<file path="config.mk">
export PLATFORM = sky130hd
export DESIGN_NAME = reg_file_cc_flat
export DESIGN_NICKNAME = d
export VERILOG_FILES = /design/src/rtl/reg_file_cc_if.sv /design/src/rtl/reg_file_cc.sv /design/src/flat_wrapper.sv
export SDC_FILE = /design/constraint.sdc
export NUM_CORES = 1
export LEC_CHECK = 0
export ABC_AREA = 1
export CAP_MARGIN = 0
export CORE_MARGIN = 8
export CORE_UTILIZATION = 55
export CTS_BUF_LIST = sky130_fd_sc_hd__clkbuf_8 sky130_fd_sc_hd__clkbuf_16
export DETAILED_ROUTE_END_ITERATION = 7
export GPL_TIMING_DRIVEN = 0
export PLACE_DENSITY = 0.75
export SYNTH_ARGS = -nofsm -noshare
export SYNTH_HDL_FRONTEND = slang
export SYNTH_SLANG_ARGS = --single-unit
</file>
<file path="constraint.sdc">
create_clock -name Clk -period 10.6 [get_ports Clk]
set_input_delay 1.06 -clock Clk [delete_from_list [all_inputs] [get_ports Clk]]
set_output_delay 1.06 -clock Clk [all_outputs]
set_load 0.01 [all_outputs]
</file>
<file path="src/rtl/reg_file_cc_if.sv">
// Control/datapath bundle between the SLC-3 controller (master) and the register file/condition-code stage (slave).
interface reg_file_cc_if;
  localparam int unsigned DataW = 16;
  localparam int unsigned CcW   = 3;

  logic [DataW-1:0] IR;
  logic [DataW-1:0] Bus;
  logic             LD_REG;
  logic             LD_CC;
  logic             LD_BEN;
  logic             DRMUX;
  logic             SR1MUX;
  logic [DataW-1:0] SR1_OUT;
  logic [DataW-1:0] ALU_B;
  logic [CcW-1:0]   NZP;
  logic             BEN;

  modport master (
    output IR, Bus, LD_REG, LD_CC, LD_BEN, DRMUX, SR1MUX,
    input  SR1_OUT, ALU_B, NZP, BEN
  );

  modport slave (
    input  IR, Bus, LD_REG, LD_CC, LD_BEN, DRMUX, SR1MUX,
    output SR1_OUT, ALU_B, NZP, BEN
  );
endinterface

</file>
<file path="src/rtl/reg_file_cc.sv">
// SLC-3 register file (R0-R7) with combinational SR1/SR2 read ports, imm5 sign extension,
// and the NZP condition codes plus registered branch-enable flag.
module reg_file_cc (
  input logic         Clk,
  input logic         Reset,
  reg_file_cc_if.slave bus_if
);
  localparam int unsigned DataW   = 16;
  localparam int unsigned NumRegs = 8;
  localparam int unsigned RegAw   = 3;
  localparam int unsigned CcW     = 3;
  localparam int unsigned ImmW    = 5;

  logic [NumRegs-1:0][DataW-1:0] regs_q, regs_d;
  logic [CcW-1:0]                nzp_q, nzp_d;
  logic                          ben_q, ben_d;

  logic [RegAw-1:0] dr_sel;
  logic [RegAw-1:0] sr1_sel;
  logic [RegAw-1:0] sr2_sel;
  logic [DataW-1:0] imm_sext;
  logic             unused_ir_opcode;

  // Register selects decoded from IR fields.
  always_comb begin
    dr_sel   = bus_if.DRMUX  ? RegAw'(NumRegs - 1) : bus_if.IR[11:9];
    sr1_sel  = bus_if.SR1MUX ? bus_if.IR[8:6]      : bus_if.IR[11:9];
    sr2_sel  = bus_if.IR[2:0];
    imm_sext = {{(DataW - ImmW){bus_if.IR[ImmW-1]}}, bus_if.IR[ImmW-1:0]};
  end

  assign unused_ir_opcode = ^bus_if.IR[15:12];

  // Next-state: level-sampled loads; BEN always sees the NZP held before the edge.
  always_comb begin
    regs_d = regs_q;
    nzp_d  = nzp_q;
    ben_d  = ben_q;
    if (bus_if.LD_REG) begin
      regs_d[dr_sel] = bus_if.Bus;
    end
    if (bus_if.LD_CC) begin
      if (bus_if.Bus[DataW-1]) begin
        nzp_d = 3'b100;
      end else if (bus_if.Bus == '0) begin
        nzp_d = 3'b010;
      end else begin
        nzp_d = 3'b001;
      end
    end
    if (bus_if.LD_BEN) begin
      ben_d = |(bus_if.IR[11:9] & nzp_q);
    end
  end

  always_ff @(posedge Clk or posedge Reset) begin
    if (Reset) begin
      regs_q <= '0;
      nzp_q  <= '0;
      ben_q  <= 1'b0;
    end else begin
      regs_q <= regs_d;
      nzp_q  <= nzp_d;
      ben_q  <= ben_d;
    end
  end

  // Read ports carry no write-through bypass: a same-cycle write shows up after the edge.
  assign bus_if.SR1_OUT = regs_q[sr1_sel];
  assign bus_if.ALU_B   = bus_if.IR[5] ? imm_sext : regs_q[sr2_sel];
  assign bus_if.NZP     = nzp_q;
  assign bus_if.BEN     = ben_q;
endmodule

</file>
<file path="src/flat_wrapper.sv">
// flat-port wrapper written by rule: the top's interface ports become plain ports
module reg_file_cc_flat 
  (Clk, Reset, bus_if_IR, bus_if_Bus, bus_if_LD_REG, bus_if_LD_CC, bus_if_LD_BEN, bus_if_DRMUX, bus_if_SR1MUX, bus_if_SR1_OUT, bus_if_ALU_B, bus_if_NZP, bus_if_BEN);
  reg_file_cc_if bus_if_i ();
  input logic Clk;
  input logic Reset;
  input wire logic [$bits(bus_if_i.IR)-1:0] bus_if_IR;
  input wire logic [$bits(bus_if_i.Bus)-1:0] bus_if_Bus;
  input wire logic [$bits(bus_if_i.LD_REG)-1:0] bus_if_LD_REG;
  input wire logic [$bits(bus_if_i.LD_CC)-1:0] bus_if_LD_CC;
  input wire logic [$bits(bus_if_i.LD_BEN)-1:0] bus_if_LD_BEN;
  input wire logic [$bits(bus_if_i.DRMUX)-1:0] bus_if_DRMUX;
  input wire logic [$bits(bus_if_i.SR1MUX)-1:0] bus_if_SR1MUX;
  output wire logic [$bits(bus_if_i.SR1_OUT)-1:0] bus_if_SR1_OUT;
  output wire logic [$bits(bus_if_i.ALU_B)-1:0] bus_if_ALU_B;
  output wire logic [$bits(bus_if_i.NZP)-1:0] bus_if_NZP;
  output wire logic [$bits(bus_if_i.BEN)-1:0] bus_if_BEN;
  assign bus_if_i.IR = bus_if_IR;
  assign bus_if_i.Bus = bus_if_Bus;
  assign bus_if_i.LD_REG = bus_if_LD_REG;
  assign bus_if_i.LD_CC = bus_if_LD_CC;
  assign bus_if_i.LD_BEN = bus_if_LD_BEN;
  assign bus_if_i.DRMUX = bus_if_DRMUX;
  assign bus_if_i.SR1MUX = bus_if_SR1MUX;
  assign bus_if_SR1_OUT = bus_if_i.SR1_OUT;
  assign bus_if_ALU_B = bus_if_i.ALU_B;
  assign bus_if_NZP = bus_if_i.NZP;
  assign bus_if_BEN = bus_if_i.BEN;
  reg_file_cc u_core (.Clk(Clk), .Reset(Reset), .bus_if(bus_if_i));
endmodule
</file>
==> impl_metrics.env, run 1 <==
export IMPL_setup_viol=0
export IMPL_synthTopCellsByArea="dfrtp_1 (42%), nand2_1 (18%), nand3_1 (11%)"
export IMPL_grt_max_degree=100
export IMPL_synth_edf_count=0
export IMPL_wl_um=28900
export IMPL_synth_fa_ha_area_share_pct=0
export IMPL_finalMaxSlewViolations=0
export IMPL_pin_count=75
export IMPL_drive_gt1_share_pct=9.12
export IMPL_final_net_count=1265
export IMPL_synth_mux_area_share_pct=0
export IMPL_hold_depth=2
export IMPL_synth_top_area_share_pct=42.0
export IMPL_synth_xor_xnor_area_share_pct=0
export IMPL_io_buffers=67
export IMPL_hp_class="reg -> reg"
export IMPL_num_vias=8537
export IMPL_crit_path_end_kind="output pin"
export IMPL_gr_total_overflow=0
export IMPL_max_cap_violations=0
export IMPL_synth_async_sr_flop_share_pct=100
export IMPL_cts_tree="yes"
export IMPL_ir_drop_uv=120
export IMPL_syn_nets=1178
export IMPL_coreArea_mm2=0.0139
export IMPL_cts_max_level=4
export IMPL_holdCritStartpoint="u_core.regs_q[125]"
export IMPL_fillers=1237
export IMPL_setup_tns_ns=0
export IMPL_synth_compound_area_share_pct=15.1
export IMPL_grt_use_total_pct=32.5
export IMPL_crit_fanout=10
export IMPL_cpMaxStageDelayCell="nor2_1"
export IMPL_p_seq_share_pct=39.0
export IMPL_root_buffer="clkbuf_16"
export IMPL_pwr_share_clk_pct=35.8
export IMPL_required_ns=9.54
export IMPL_worst_pin_slew_ns=0.753
export IMPL_power_switching_mw=0.571
export IMPL_period_share_pct=41.8
export IMPL_combPwrFrac_pct=25.2
export IMPL_netlist_area_mm2=0.00787
export IMPL_dp_cells=1387
export IMPL_synth_most_common_cell="nand2_1"
export IMPL_synth_seq_area_share_pct=42.0
export IMPL_crit_type="in -> out"
export IMPL_clk_latency_ns=0.43
export IMPL_r2r_end="u_core.regs_q[112]"
export IMPL_cts_resized=0
export IMPL_max_stage_delay_ns=0.58
export IMPL_switching_share_pct=33.2
export IMPL_fin_crit_ns=4.43
export IMPL_ys_seq_elements=132
export IMPL_start_util_pct=56.5
export IMPL_crit_arrival_ns=3.37
export IMPL_drtIter0Drc=1142
export IMPL_power_density_mw_per_mm2=183
export IMPL_synth_flop_cell="dfrtp_1"
export IMPL_clkSlewWorstSetupHoldPaths_ns=0.06
export IMPL_ff2ff_setup_slack_ns=9.83
export IMPL_antenna_found_initial=0
export IMPL_synth_simple_area_share_pct=30.3
export IMPL_cts_inserted_buffers=17
export IMPL_fin_cells=1419
export IMPL_reg2reg_depth=2
export IMPL_first_pass_iters=8
export IMPL_fin_worst_skew_ns=0.00475
export IMPL_grt_pass1_vias=8282
export IMPL_p_leak_nw=4.75
export IMPL_dp_hpwl_um=20600
export IMPL_antenna_left=0
export IMPL_cts_sinks=132
export IMPL_status="complete, no violations"
export IMPL_syn_to_final_growth_pct=19.5
export IMPL_cts_setup_buffers=0
export IMPL_ys_types=22
export IMPL_max_slew_margin_pct=49.8
export IMPL_wl_per_cell_um=20.4
export IMPL_vias_per_cell=6.02
export IMPL_avgSynthCellArea_um2=6.91
export IMPL_yosysWarnings=0
export IMPL_synth_common_cells="nand2_1 (367), nand3_1 (175), inv_1 (152), dfrtp_1 (132), o21ai_0 (70)"
export IMPL_place_congestion=1.03
export IMPL_netlist_instances=1139
export IMPL_clockBufferDepth=2
export IMPL_std_cell_rows=43
export IMPL_hold_viol=0
export IMPL_path_cells="clkdlybuf4s50_1 > nor2_1 > buf_2 > nand3_1 > nand3_1 > clkdlybuf4s50_1"
export IMPL_antennaDiodeCount=0
export IMPL_holdPathEnd="u_core.regs_q[125]"
export IMPL_multiInputGateArea_mm2=0.00357
export IMPL_die_area_mm2=0.0184
export IMPL_start_kind="primary input"
export IMPL_rsz0062_at_grt="false"
export IMPL_die_y_um=136
export IMPL_internal_power_mw=1.15
export IMPL_yosysTopAreaCell="dfrtp_1"
export IMPL_grt_pass1_wl_um=45500
export IMPL_fmax_mhz=226
export IMPL_die_x_um=136
export IMPL_rr_startpoint="u_core.regs_q[112]"
export IMPL_drc=0
export IMPL_seqCellArea_mm2=0.00330
export IMPL_cts_hold_buf=0
export IMPL_hold_worst_slack_ns=0.484
export IMPL_synth_top_family_by_area="simple AND/OR/NAND/NOR gates"
-- final cells by class --
cell class	count	share of cell area [%]
flip-flops and latches	132	35.1
inverters	158	6.36
clock inverters	13	1.66
clock buffers	19	4.82
plain buffers	78	4.24
repair buffers	68	7.42
well taps	180	2.39
multi-input cells	771	38.0
-- worst max path at each step --
stage	from	to	slack, ns	cells past startpoint
finish	bus_if_IR[2]	bus_if_ALU_B[13]	6.17	6
global route	bus_if_IR[10]	bus_if_SR1_OUT[4]	6.09	9
floorplan	Reset	u_core.bus_if.BEN	6.01	1
CTS	bus_if_IR[10]	bus_if_SR1_OUT[5]	6.24	9
global placement	Reset	u_core.regs_q[22]	4.05	2
detailed placement	bus_if_IR[10]	bus_if_SR1_OUT[5]	6.23	9
-- registers in the layout (all words and copies together) (netlist names) --
register and count:
u_core.regs_q 128, u_core.bus_if.NZP 3, u_core.bus_if.BEN 1
-- layer usage --
layer | track usage [%] | share of wire (%) | up-vias | routed length, µm
met2 | 48.3 | 43 | 602 | 12500
li1 | - | - | 3844 | -
met5 | 0 | 0 | - | 0
met1 | 42.2 | 39 | 3963 | 11400
met4 | 19.1 | 5.7 | 0 | 1650
met3 | 8.12 | 12 | 128 | 3420
-- kinds of logic after synthesis --
| family | count (synthesis) |
|---|---|
| flip-flops | 132 |
| AND/OR/NAND/NOR | 567 |
| buffers and inverters | 236 |
| AO/OA/AOI/OAI | 204 |
-- critical path, delay by kind of cell --
family / cells / cell delay [ns]
and+or+nand+nor: 3 / 0.86
buffers and inverters: 3 / 1.44
-- through the flow --
step / worst slack (ns) / utilization (%) / cell area (µm²) / power, mW
final: 6.17 / 67.5 / 9410 / 1.72
after global placement: 4.05 / 62.9 / 8760 / 1.08
after global routing: 6.09 / 67.5 / 9410 / 1.80
after floorplan: 6.01 / - / 7870 / 0.934
after CTS: 6.24 / 67.5 / 9410 / 1.70
after detailed placement: 6.23 / 63.1 / 8800 / 1.09
-- power by group through the flow --
stage                     registers, mW  logic [mW]  clock network, mW
after floorplan                   0.653       0.280                  0
after global placement            0.671       0.410                  0
after detailed placement          0.673       0.421                  0
after CTS                         0.667       0.426              0.612
after global routing              0.679       0.484              0.635
final                             0.671       0.433              0.615
-- cells in the final DEF, fill, tap and decap left out, drive strengths merged, types with 13 or more instances in the layout --
master,count
inv,159
nand3,175
clkdlybuf4s50,67
buf,66
nor2,13
nand2,372
clkbuf,32
o211ai,57
dfrtp,132
o21ai,138
No activity file was read; power rests on OpenSTA's default activity.
==> run 2, diff against run 1 <==
--- a/config.mk
+++ b/config.mk
@@ -8,11 +8,11 @@
 export ABC_AREA = 1
 export CAP_MARGIN = 0
 export CORE_MARGIN = 8
-export CORE_UTILIZATION = 55
+export CORE_UTILIZATION = 53
 export CTS_BUF_LIST = sky130_fd_sc_hd__clkbuf_8 sky130_fd_sc_hd__clkbuf_16
 export DETAILED_ROUTE_END_ITERATION = 7
 export GPL_TIMING_DRIVEN = 0
-export PLACE_DENSITY = 0.75
+export PLACE_DENSITY = 0.76
 export SYNTH_ARGS = -nofsm -noshare
 export SYNTH_HDL_FRONTEND = slang
 export SYNTH_SLANG_ARGS = --single-unit
==> constraint.sdc (replaced) <==
create_clock -name Clk -period 3.8 [get_ports Clk]
set_input_delay 0.38 -clock Clk [delete_from_list [all_inputs] [get_ports Clk]]
set_output_delay 0.38 -clock Clk [all_outputs]
set_load 0.01 [all_outputs]
==> run 2 against run 1 <==
Core utilization is 2.3 points lower. Critical endpoint is now bus_if_SR1_OUT[5]. Total power grew to 2.9 times the previous value. Clock skew is 0.0015 ns lower. Hold slack worse by 0.057 ns. Count of clock-buffer cells in the layout is 2 lower.
==> impl_metrics.env, run 2 (synthesis results as in run 1) <==
export IMPL_path_buf_inv=4
export IMPL_cts_setup_buffers=0
export IMPL_crit_arrival_ns=2.86
export IMPL_cts_resized=0
export IMPL_io_buffers=67
export IMPL_crit_fanout=10
export IMPL_hold_viol=0
export IMPL_start_util_pct=54.1
export IMPL_fillers=1334
export IMPL_max_slew_margin_pct=46.9
export IMPL_seqCellArea_mm2=0.00330
export IMPL_worst_pin_slew_ns=0.794
export IMPL_fin_crit_ns=3.24
export IMPL_max_cap_violations=0
export IMPL_regMostFlops="u_core.regs_q"
export IMPL_crit_path_end_kind="output pin"
export IMPL_clkSlewWorstSetupHoldPaths_ns=0.06
export IMPL_cpMaxStageDelayCell="o21ai_1"
export IMPL_cts_sinks=132
export IMPL_syn_to_final_growth_pct=20.5
export IMPL_largest_reg_flops=128
export IMPL_place_congestion=0.989
export IMPL_std_cell_rows=44
export IMPL_antenna_left=0
export IMPL_pin_count=75
export IMPL_crit_type="in -> out"
export IMPL_clockBufferDepth=2
export IMPL_cts_inserted_buffers=17
export IMPL_mostFrequentLayoutCell="nand2_1"
export IMPL_p_leak_nw=4.78
export IMPL_num_vias=8497
export IMPL_start_kind="primary input"
export IMPL_power_density_mw_per_mm2=519
export IMPL_crit_family="buffers and inverters"
export IMPL_max_stage_delay_ns=0.56
export IMPL_drive_gt1_share_pct=9.27
export IMPL_hp_class="in -> async"
export IMPL_antenna_found_initial=0
export IMPL_wl_per_cell_um=20.4
export IMPL_clk_latency_ns=0.44
export IMPL_cts_tree="yes"
export IMPL_antennaDiodeCount=0
export IMPL_fin_worst_skew_ns=0.00325
export IMPL_multiInputGateArea_mm2=0.00357
export IMPL_die_area_mm2=0.0190
export IMPL_rsz0062_at_grt="false"
export IMPL_die_y_um=138
export IMPL_fmax_mhz=308
export IMPL_setup_viol=0
export IMPL_grt_use_total_pct=32.0
export IMPL_fin_cells=1425
export IMPL_coreArea_mm2=0.0145
export IMPL_final_cell_mix="nand2_1 (367), nand3_1 (175), inv_1 (151)"
export IMPL_drc=0
export IMPL_vias_per_cell=5.96
export IMPL_grt_pass1_vias=8465
export IMPL_root_buffer="clkbuf_16"
export IMPL_cpMostUsedCell="nand2_1"
export IMPL_gr_total_overflow=0
export IMPL_setup_tns_ns=0
export IMPL_rr_startpoint="u_core.regs_q[113]"
export IMPL_cts_max_level=4
export IMPL_cp_startpoint="bus_if_IR[10]"
export IMPL_first_pass_iters=8
export IMPL_grt_max_degree=42
export IMPL_wl_um=29000
export IMPL_path_cells="clkdlybuf4s50_1 > inv_2 > o21ai_1 > buf_2 > nand3_1 > nand2_1 > nand2_1 > nand2_1 > clkdlybuf4s50_1"
export IMPL_final_net_count=1267
export IMPL_period_share_pct=85.3
export IMPL_status="complete, no violations"
export IMPL_finalMaxSlewViolations=0
export IMPL_required_ns=3.42
export IMPL_dp_cells=1393
export IMPL_die_x_um=138
export IMPL_cts_hold_buf=0
export IMPL_grt_pass1_wl_um=45300
export IMPL_dp_hpwl_um=21000
export IMPL_ir_drop_uv=353
export IMPL_drtIter0Drc=1049
[run 2: cell types whose count changed in the layout (fill, tap and decap cells not counted), sizes merged]
| cell | previous run | this run |
|---|---|---|
| clkbuf | 32 | 30 |
| buf | 66 | 68 |
| clkinvlp | 5 | 4 |
| bufinv | 3 | 4 |
| clkinv | 4 | 1 |
| inv | 159 | 164 |
[run 2: power by group]
group | switching [mW] | total (mW) | internal [mW]
combinational | 0.740 | 1.21 | 0.471
sequential | 0.196 | 1.87 | 1.67
clock | 0.721 | 1.84 | 1.12
[run 2: metal layers]
metal / up-vias / track usage [%] / part of all wire, %
met5: - / 0 / 0
met4: 0 / 18.1 / 5.6
met3: 128 / 8.50 / 12
met2: 564 / 48.4 / 44
met1: 3951 / 40.7 / 39
li1: 3854 / - / -
[run 2: through the flow]
stage	setup WS, ns	utilization [%]	cell area, µm²	power, mW	hold slack (ns)
finish	0.557	65.2	9480	4.92	0.427
global route	0.496	65.2	9480	5.15	0.496
CTS	0.661	65.2	9480	4.89	0.452
detailed placement	0.660	60.8	8830	3.06	0.473
global placement	0.517	60.4	8770	3.01	0.467
floorplan	1.78	-	7870	2.60	0.453
[run 2: layout make-up]
class                      instances  share of cell area (%)
multi-input combinational        771                    37.7
sequential                       132                    34.8
timing repair buffer              70                    7.71
inverter                         158                    6.30
clock buffer                      17                    4.49
buffer                            78                    4.21
tap                              184                    2.43
clock inverter                    15                    2.32
[run 2: worst paths after layout]
kind / end / slack (ns) / cells past startpoint
max: bus_if_SR1_OUT[5] / 0.56 / 9
min: u_core.regs_q[112] / 0.43 / 2
max reg2reg: u_core.regs_q[113] / 3.05 / 2
min reg2reg: u_core.regs_q[80] / 0.48 / 2
max in group asynchronous: u_core.regs_q[25] / 2.53 / 4
min in group Clk: u_core.regs_q[80] / 0.48 / 2
==> run 3, diff against run 2 <==
--- a/config.mk
+++ b/config.mk
@@ -6,13 +6,14 @@
 export NUM_CORES = 1
 export LEC_CHECK = 0
 export ABC_AREA = 1
+export ABC_CLOCK_PERIOD_IN_PS = 4000
 export CAP_MARGIN = 0
 export CORE_MARGIN = 8
-export CORE_UTILIZATION = 53
+export CORE_UTILIZATION = 55
 export CTS_BUF_LIST = sky130_fd_sc_hd__clkbuf_8 sky130_fd_sc_hd__clkbuf_16
 export DETAILED_ROUTE_END_ITERATION = 7
 export GPL_TIMING_DRIVEN = 0
-export PLACE_DENSITY = 0.76
+export PLACE_DENSITY = 0.75
 export SYNTH_ARGS = -nofsm -noshare
 export SYNTH_HDL_FRONTEND = slang
 export SYNTH_SLANG_ARGS = --single-unit
==> constraint.sdc (replaced) <==
create_clock -name Clk -period 4 [get_ports Clk]
set_input_delay 0.6 -clock Clk [delete_from_list [all_inputs] [get_ports Clk]]
set_output_delay 0.6 -clock Clk [all_outputs]
set_load 0.01 [all_outputs]
==> run 3 against run 2 <==
Clock power fell by 17%. Sequential power fell by 5%. Cell count fell by 0.42%. Critical path depth fell by 3. Combinational power fell by 5%. Largest power group unchanged.
==> impl_metrics.env, run 3 (synthesis results as in run 1) <==
export IMPL_status="complete, no violations"
export IMPL_vias_per_cell=5.99
export IMPL_fillers=1259
export IMPL_grt_use_total_pct=32.0
export IMPL_crit_fanout=10
export IMPL_power_density_mw_per_mm2=475
export IMPL_worst_pin_slew_ns=0.717
export IMPL_wl_per_cell_um=20.2
export IMPL_dp_hpwl_um=20900
export IMPL_clkSlewWorstSetupHoldPaths_ns=0.06
export IMPL_final_net_count=1267
export IMPL_largest_reg_flops=128
export IMPL_finalMaxSlewViolations=0
export IMPL_wl_um=28700
export IMPL_placed_area_mm2=0.00883
export IMPL_place_congestion=1.01
export IMPL_max_slew_margin_pct=52.2
export IMPL_first_pass_iters=6
export IMPL_rsz0062_at_grt="false"
export IMPL_root_buffer="clkbuf_16"
export IMPL_regMostFlops="u_core.regs_q"
export IMPL_num_vias=8503
export IMPL_antennaDiodeCount=0
export IMPL_drc=0
export IMPL_io_buffers=67
export IMPL_crit_path_end_kind="output pin"
export IMPL_grt_pass1_vias=8189
export IMPL_period_share_pct=87.2
export IMPL_antenna_found_initial=0
export IMPL_finalInstanceArea_mm2=0.00940
export IMPL_cts_inserted_buffers=17
export IMPL_max_cap_violations=0
export IMPL_syn_to_final_growth_pct=19.4
export IMPL_met1_usage_pct=41.1
export IMPL_crit_type="in -> out"
export IMPL_fin_crit_ns=3.49
export IMPL_fmax_mhz=287
export IMPL_hp_class="reg -> reg"
export IMPL_coreArea_mm2=0.0139
export IMPL_setup_tns_ns=0
export IMPL_drive_gt1_share_pct=8.96
export IMPL_pin_count=75
export IMPL_cts_setup_buffers=0
export IMPL_hold_viol=0
export IMPL_die_x_um=136
export IMPL_required_ns=3.40
export IMPL_cts_sinks=132
export IMPL_cts_max_level=4
export IMPL_power_total_mw=4.46
export IMPL_utilization_pct=67.4
export IMPL_antenna_left=0
export IMPL_drtIter0Drc=1191
export IMPL_cts_hold_buf=0
export IMPL_crit_arrival_ns=2.89
export IMPL_setup_viol=0
export IMPL_gr_total_overflow=0
export IMPL_cts_tree="yes"
export IMPL_fin_worst_skew_ns=0.00158
export IMPL_top_usage_layer="met2"
export IMPL_use_met3_pct=8.16
export IMPL_die_area_mm2=0.0184
export IMPL_grt_max_degree=42
export IMPL_start_kind="primary input"
export IMPL_start_util_pct=56.5
export IMPL_clockBufferDepth=2
export IMPL_mostFrequentLayoutCell="nand2_1"
export IMPL_clk_latency_ns=0.43
export IMPL_ir_drop_uv=394
export IMPL_final_cell_mix="nand2_1 (367), nand3_1 (175), inv_1 (153)"
export IMPL_die_y_um=136
export IMPL_grt_pass1_wl_um=44800
export IMPL_p_leak_nw=4.75
export IMPL_std_cell_rows=43
export IMPL_met2_usage_pct=47.7
export IMPL_cts_resized=0
## run 3: routing by layer
layer,vias up,part of all wire [%]
met4,0,6.1
met5,-,0
li1,3840,-
met3,134,9.9
met1,3924,41
met2,605,43
## run 3: final timing paths
| path | startpoint | to | slack [ns] | cells past startpoint |
|---|---|---|---|---|
| max reg2reg | u_core.regs_q[102] | u_core.regs_q[102] | 3.26 | 2 |
| max in group asynchronous | Reset | u_core.regs_q[9] | 2.61 | 4 |
| max | bus_if_IR[2] | bus_if_ALU_B[13] | 0.51 | 6 |
| min | u_core.regs_q[127] | u_core.regs_q[127] | 0.48 | 2 |
| min in group asynchronous | Reset | u_core.bus_if.NZP[0] | 0.55 | 2 |
| min reg2reg | u_core.regs_q[127] | u_core.regs_q[127] | 0.48 | 2 |
## run 3: area by class of cell
cell class	count	area [µm²]	share of cell area, %
multi-input combinational	771	3570	38.0
timing repair buffer	70	731	7.78
inverter	158	597	6.35
tap	180	225	2.40
buffer	78	399	4.25
clock inverter	11	114	1.21
sequential	132	3300	35.2
clock buffer	19	453	4.82
## run 3: per-stage QoR
step	hold WS, ns	std cells	setup slack (ns)
2_1_floorplan	0.453	1139	1.76
6_report	0.482	1419	0.512
3_3_place_gp	0.468	1386	0.534
5_1_grt	0.502	1419	0.427
3_5_place_dp	0.473	1389	0.588
4_1_cts	0.488	1419	0.587
## run 3: power by group
part           leakage (nW)  total [mW]  internal, mW  switching [mW]
clock                 0.279        1.53         0.934           0.599
combinational          2.79        1.15         0.447           0.704
sequential             1.68        1.77          1.59           0.187
total                  4.75        4.46          2.97            1.49
## run 3: worst max-delay path: stages
cell and delay [ns]:
clkdlybuf4s50_1 0.50, nor2_1 0.57, buf_2 0.39, nand3_1 0.12, nand3_1 0.14, clkdlybuf4s50_1 0.56
